## src/rtl/bp_wb_pkg.sv

```systemverilog
// Shared Wishbone types and constants for the I$/D$ master arbiter.
// BP_WB_ARB_TIMEOUT_EN adds the TOUT state used by the response watchdog.
package bp_wb_pkg;

`ifdef BP_WB_ARB_TIMEOUT_EN
    typedef enum logic [1:0] {
        ARB_IDLE   = 2'd0,
        ARB_GRANT0 = 2'd1,
        ARB_GRANT1 = 2'd2,
        ARB_TOUT   = 2'd3
    } arb_state_e;
`else
    typedef enum logic [1:0] {
        ARB_IDLE   = 2'd0,
        ARB_GRANT0 = 2'd1,
        ARB_GRANT1 = 2'd2
    } arb_state_e;
`endif

    localparam logic [2:0] WB_CTI_CLASSIC = 3'b000;
    localparam logic [2:0] WB_CTI_CONST   = 3'b001;
    localparam logic [2:0] WB_CTI_INCR    = 3'b010;
    localparam logic [2:0] WB_CTI_END     = 3'b111;

    localparam logic [1:0] WB_BTE_LINEAR  = 2'b00;
    localparam logic [1:0] WB_BTE_WRAP4   = 2'b01;
    localparam logic [1:0] WB_BTE_WRAP8   = 2'b10;
    localparam logic [1:0] WB_BTE_WRAP16  = 2'b11;

endpackage

```

## src/rtl/bp_wb_arb_rr.sv

```systemverilog
// Two-way round-robin picker: on a tie the master not granted last wins.
module bp_wb_arb_rr (
    input  logic [1:0] req_i,
    input  logic       last_i,
    output logic [1:0] grant_o
);

    always_comb begin
        grant_o = 2'b00;
        case (req_i)
            2'b01:   grant_o = 2'b01;
            2'b10:   grant_o = 2'b10;
            2'b11:   grant_o = last_i ? 2'b01 : 2'b10;
            default: grant_o = 2'b00;
        endcase
    end

endmodule

```

## src/rtl/bp_wb_master_arbiter.sv

```systemverilog
// 2:1 Wishbone B4 master arbiter (I$ = s0, D$ = s1), grant locked for the whole cyc.
// BP_WB_ARB_TIMEOUT_EN enables a per-grant response watchdog of timeout_p cycles.
module bp_wb_master_arbiter
    import bp_wb_pkg::*;
#(
    parameter  int unsigned data_width_p = 64,
    parameter  int unsigned adr_width_p  = 37,
`ifdef BP_WB_ARB_TIMEOUT_EN
    parameter  int unsigned timeout_p    = 1024,
`endif
    localparam int unsigned bus_bytes_lp = data_width_p >> 3
) (
    input  logic                    clk_i,
    input  logic                    reset_i,

    input  logic [adr_width_p-1:0]  s0_adr_i,
    input  logic [data_width_p-1:0] s0_dat_i,
    input  logic [bus_bytes_lp-1:0] s0_sel_i,
    input  logic [2:0]              s0_cti_i,
    input  logic [1:0]              s0_bte_i,
    input  logic                    s0_cyc_i,
    input  logic                    s0_stb_i,
    input  logic                    s0_we_i,
    output logic                    s0_ack_o,
    output logic                    s0_err_o,
    output logic [data_width_p-1:0] s0_dat_o,

    input  logic [adr_width_p-1:0]  s1_adr_i,
    input  logic [data_width_p-1:0] s1_dat_i,
    input  logic [bus_bytes_lp-1:0] s1_sel_i,
    input  logic [2:0]              s1_cti_i,
    input  logic [1:0]              s1_bte_i,
    input  logic                    s1_cyc_i,
    input  logic                    s1_stb_i,
    input  logic                    s1_we_i,
    output logic                    s1_ack_o,
    output logic                    s1_err_o,
    output logic [data_width_p-1:0] s1_dat_o,

    output logic [adr_width_p-1:0]  m_adr_o,
    output logic [data_width_p-1:0] m_dat_o,
    output logic [bus_bytes_lp-1:0] m_sel_o,
    output logic [2:0]              m_cti_o,
    output logic [1:0]              m_bte_o,
    output logic                    m_cyc_o,
    output logic                    m_stb_o,
    output logic                    m_we_o,
    input  logic                    m_ack_i,
    input  logic                    m_err_i,
    input  logic [data_width_p-1:0] m_dat_i
);

    arb_state_e state_q, state_d;
    logic       last_q, last_d;
    logic [1:0] pick;
    logic       gnt, gsel, g_cyc, g_stb, o_cyc, g_err;

    bp_wb_arb_rr u_rr (
        .req_i   ({s1_cyc_i, s0_cyc_i}),
        .last_i  (last_q),
        .grant_o (pick)
    );

`ifdef BP_WB_ARB_TIMEOUT_EN
    localparam int unsigned cnt_width_lp = (timeout_p > 1) ? $clog2(timeout_p) : 1;
    logic [cnt_width_lp-1:0] cnt_q, cnt_d;
    logic                    tout_hit;
`endif

    assign gnt   = (state_q == ARB_GRANT0) || (state_q == ARB_GRANT1);
    assign gsel  = (state_q == ARB_GRANT1);
    assign g_cyc = gsel ? s1_cyc_i : s0_cyc_i;
    assign g_stb = gsel ? s1_stb_i : s0_stb_i;
    assign o_cyc = gsel ? s0_cyc_i : s1_cyc_i;

    // Next state plus pass-through muxing of the granted master onto the bus.
    always_comb begin
        state_d  = state_q;
        last_d   = last_q;
        g_err    = m_err_i;
        m_adr_o  = '0;
        m_dat_o  = '0;
        m_sel_o  = '0;
        m_cti_o  = '0;
        m_bte_o  = '0;
        m_cyc_o  = 1'b0;
        m_stb_o  = 1'b0;
        m_we_o   = 1'b0;
        s0_ack_o = 1'b0;
        s0_err_o = 1'b0;
        s1_ack_o = 1'b0;
        s1_err_o = 1'b0;
        s0_dat_o = '0;
        s1_dat_o = '0;
`ifdef BP_WB_ARB_TIMEOUT_EN
        cnt_d    = cnt_q;
        tout_hit = 1'b0;
`endif

        if (gnt) begin
            m_adr_o  = gsel ? s1_adr_i : s0_adr_i;
            m_dat_o  = gsel ? s1_dat_i : s0_dat_i;
            m_sel_o  = gsel ? s1_sel_i : s0_sel_i;
            m_cti_o  = gsel ? s1_cti_i : s0_cti_i;
            m_bte_o  = gsel ? s1_bte_i : s0_bte_i;
            m_we_o   = gsel ? s1_we_i  : s0_we_i;
            m_cyc_o  = g_cyc;
            m_stb_o  = g_stb;
            s0_dat_o = m_dat_i;
            s1_dat_o = m_dat_i;
`ifdef BP_WB_ARB_TIMEOUT_EN
            tout_hit = g_cyc && g_stb && !m_ack_i && !m_err_i
                       && (cnt_q == cnt_width_lp'(timeout_p - 1));
            if (m_ack_i || m_err_i) begin
                cnt_d = '0;
            end else if (g_stb) begin
                cnt_d = cnt_q + cnt_width_lp'(1);
            end
            if (tout_hit) begin
                m_cyc_o = 1'b0;
                m_stb_o = 1'b0;
                g_err   = 1'b1;
            end
`endif
            s0_ack_o = !gsel && m_ack_i;
            s0_err_o = !gsel && g_err;
            s1_ack_o = gsel && m_ack_i;
            s1_err_o = gsel && g_err;
        end

        case (state_q)
            ARB_IDLE: begin
                if (pick[0]) begin
                    state_d = ARB_GRANT0;
                end else if (pick[1]) begin
                    state_d = ARB_GRANT1;
                end
            end
            ARB_GRANT0, ARB_GRANT1: begin
                // Hand straight over to a waiting master; no idle bubble.
                if (!g_cyc) begin
                    state_d = o_cyc ? (gsel ? ARB_GRANT0 : ARB_GRANT1) : ARB_IDLE;
                end
            end
`ifdef BP_WB_ARB_TIMEOUT_EN
            ARB_TOUT: begin
                if (!(last_q ? s1_cyc_i : s0_cyc_i)) begin
                    state_d = ARB_IDLE;
                end
            end
`endif
            default: state_d = ARB_IDLE;
        endcase

`ifdef BP_WB_ARB_TIMEOUT_EN
        if (tout_hit) begin
            state_d = ARB_TOUT;
        end
        if ((state_d == ARB_GRANT0 || state_d == ARB_GRANT1) && state_d != state_q) begin
            cnt_d = '0;
        end
`endif
        if (state_d == ARB_GRANT0) begin
            last_d = 1'b0;
        end else if (state_d == ARB_GRANT1) begin
            last_d = 1'b1;
        end
    end

    always_ff @(posedge clk_i) begin
        if (reset_i) begin
            state_q <= ARB_IDLE;
            last_q  <= 1'b1;
        end else begin
            state_q <= state_d;
            last_q  <= last_d;
        end
    end

`ifdef BP_WB_ARB_TIMEOUT_EN
    always_ff @(posedge clk_i) begin
        if (reset_i) begin
            cnt_q <= '0;
        end else begin
            cnt_q <= cnt_d;
        end
    end
`endif

endmodule

```

## config.mk

```make
export PLATFORM = sky130hd
export DESIGN_NAME = bp_wb_master_arbiter
export DESIGN_NICKNAME = d
export VERILOG_FILES = /design/src/rtl/bp_wb_pkg.sv /design/src/rtl/bp_wb_arb_rr.sv /design/src/rtl/bp_wb_master_arbiter.sv
export SDC_FILE = /design/constraint.sdc
export NUM_CORES = 1
export LEC_CHECK = 0
export ABC_AREA = 1
export CORE_AREA = 5 5 209 211
export DETAILED_ROUTE_END_ITERATION = 10
export DIE_AREA = 0 0 214 216
export PLACE_DENSITY_LB_ADDON = 0.2
export SKIP_CTS_REPAIR_TIMING = 1
export SYNTH_ARGS = -nofsm -noshare
export SYNTH_HDL_FRONTEND = slang
export SYNTH_HIERARCHICAL = 1
export SYNTH_SLANG_ARGS = --single-unit
```

## constraint.sdc

```tcl
create_clock -name clk_i -period 4.1 [get_ports clk_i]
set_clock_uncertainty 0.15 [all_clocks]
set_input_delay 1.23 -clock clk_i [delete_from_list [all_inputs] [get_ports clk_i]]
set_output_delay 1.23 -clock clk_i [all_outputs]
set_load 0.1 [all_outputs]
```

==> qor.yml, run 1 <==
status: "completed"
number_of_buffers_added_on_ports: 550
routed_wire_length_per_instance_um: 15.79
post-layout-total-power_mw: 8.399
hpwlAfterDp_um: 22870
grt_antenna_before_repair: 1
grt_util_all_layers: 0.1056
internal_power_mw: 2.830
clk-insertion-delay-late_ns: 0.22
synth_seq_area_share: 0.02040
die_height_um: 216
critical_path_peak_fanout: 6
detail_route.wirelength_um: 25880
global_route.overflow_total: 0
top_library_cells_by_usage_in_the_layout_fill_and_taps_aside: "301 x clkdlybuf4s50_1, 255 x buf_12, 239 x nor2_1, 117 x o21ai_0, 74 x inv_1"
starting_utilization_of_the_core_area: 0.07082
netSwitchingPower_mw: 5.569
area.sequential_um2: 60.06
routed-via-count: 5539
max-cap-violations: 0
final-setup-viol-count: 0
power.sequential.fraction: 0.006
drv_slew: 0
multi_input_area_um2: 1944
layout_commonest_cell: "clkdlybuf4s50_1"
fmax_mhz: 266.4
floorplan.rows: 75
switching_share: 0.6631
first_pass_iters: 4
synth.ff_latch_count: 3
share_comb_of_total_power: 0.976
critPathCaptureType: "primary output"
route.top_layer_used: "met4"
post-place-ws_ns: 0.3226
finish.net_count: 1408
drt_iter0_drc: 170
cp_slowest_stage_delay_ns: 0.58
synthesis.instances: 636
slew-limit-headroom: 0.6876
grt_pass1_wl_um: 37880
syn_nets: 943
h-tree-depth: 1
first_global_vias: 5852
holdCritPathClass: "flop to flop"
drt.antenna.violating_nets: 0
rsz0062_at_grt: "false"
clock_sinks: 3
synthesis.area_um2: 2944
setup.worst_path.class: "input port to primary output"
drive_above_1_share: 0.2555
cp-start-kind: "input port"
fp.dieArea_um2: 46220
crit_chain: "clkdlybuf4s50_1 > nand2_1 > a21oi_2 > buf_12"
worst_ep_arrival_time_ns: 2.37
report.final.hold_viol_count: 0
final.fill_count: 4472
areaGrowthSynthToFinish_pct: 282.4
clk_transition_reported_paths_ns: 0.03
floorplan.die.width_um: 214
final.min_clock_period_ns: 3.753
power.clock.fraction: 0.019
route.detailed.drc: 0
inserted_clock_buffers: 3
io_pins: 551
post_drt_via_cell_ratio: 3.379
antennaDiodeCount: 0
grt_start_max_net_pins: 86
core-area_um2: 41570
synth.yosys.warnings: 6
power.density_cell_area_nw_per_um2: 746.1
yosysUniqueCellTypes: 18
worst-slew-pin-transition_ns: 0.4669
utilization_after_layout: 0.2708
post-route-period-util: 0.9154
avgSynthCellArea_um2: 4.629
global_placement_routability_congestion: 0.7669
power.leakage_nw: 5.013
finalSetupTns_ns: 0
clock_tree.root_cell: "clkbuf_16"
max-clock-path-buffers: 2
cp_data_required_time_ns: 2.72
met1Wirelength_um: 9024
tritoncts: "done"
met3_length_um: 2529
routed-wl-met2_um: 13810
critPathSlowestCell: "clkdlybuf4s50_1"
vdd_drop_max_mv: 0.2949
fin_ws_ns: 0.3468
==> logic make-up (layout without fill, tap and decap cells) <==
group | after synthesis | after routing | synth area share
buffers and inverters | 184 | 648 | 0.3323
adder cells (fa/ha/maj) | 5 | 5 | 0.02125
AO/OA/AOI/OAI | 121 | 121 | 0.2065
flip-flops | 3 | 3 | 0.02040
AND/OR/NAND/NOR | 323 | 323 | 0.4195
==> power groups by stage <==
stage | Clock (mW) | Combinational (mW) | Sequential (mW)
after global routing | 0.164 | 8.45 | 0.0512
after global placement | 0 | 8.28 | 0.0497
after CTS | 0.158 | 8.28 | 0.0498
final | 0.156 | 8.19 | 0.0493
after detailed placement | 0 | 8.27 | 0.0502
after floorplan | 0 | 5.10 | 0.0451
==> state kept, by name, indices dropped and copies added, names as in the netlist <==
signal   cells
state_q      2
last_q       1
==> critical path: cells and delay by family <==
family / cells / cell delay (ns)
buffers and inverters: 2 / 0.78
AO/OA/AOI/OAI: 1 / 0.22
AND/OR/NAND/NOR: 1 / 0.13
==> metal layers <==
| layer | vias to the layer above | track usage |
|---|---|---|
| met3 | 18 | 0.04176 |
| met5 | - | 0 |
| met4 | 0 | 0.02641 |
| li1 | 2787 | - |
| met1 | 2391 | 0.1049 |
| met2 | 343 | 0.2052 |
==> final timing paths <==
kind,startpoint,end,slack (ns),cells past startpoint
setup / recovery,s0_cyc_i,m_cyc_o,0.35,4
hold / removal,last_q,last_q,0.39,2
setup reg to reg,state_q[1],last_q,1.56,12
hold reg to reg,last_q,last_q,0.39,2
==> stage by stage <==
step / cells / hold slack (ns) / area (µm²)
2_1_floorplan: 636 / 0.3048 / 2958
3_3_place_gp: 1635 / 0.3770 / 11180
3_5_place_dp: 1635 / 0.4006 / 11180
4_1_cts: 1639 / 0.4096 / 11260
5_1_grt: 1639 / 0.4714 / 11260
6_report: 1639 / 0.3946 / 11260
==> cells in the mapped netlist <==
cell        n  area, µm²
o21bai_1    1      7.510
a21oi_1     3      15.01
inv_4       1      6.260
buf_6       2      22.52
o21ai_0   117      585.6
clkbuf_1   29      108.9
nand2_1    71      266.5
nor3_1      2      10.01
dfxtp_1     3      60.06
ha_1        5      62.56
buf_2       9      45.04
nand2_2     3      18.77
nor2_2      1      6.260
nor2_1    239      897.1
buf_4      69      518.0
nand4_1     1      6.260
nand3_1     6      30.03
inv_1      74      277.8
==> area by class of cell <==
type,instances,share of cell area
well taps,539,0.05991
multi-input cells,449,0.1727
flip-flops and latches,3,0.005335
repair buffers,569,0.7298
inverters,75,0.02523
clock buffers,4,0.007002
Power figures use the tool's default switching activity.
==> run 2, diff against run 1 <==
--- a/config.mk
+++ b/config.mk
@@ -7,6 +7,7 @@
 export LEC_CHECK = 0
 export ABC_AREA = 1
 export CORE_AREA = 5 5 209 211
+export CTS_CLUSTER_DIAMETER = 30
 export DETAILED_ROUTE_END_ITERATION = 10
 export DIE_AREA = 0 0 214 216
 export PLACE_DENSITY_LB_ADDON = 0.2
==> results of run 2 <==
No change in the layout: final DEF, timing and power equal those of run 1.
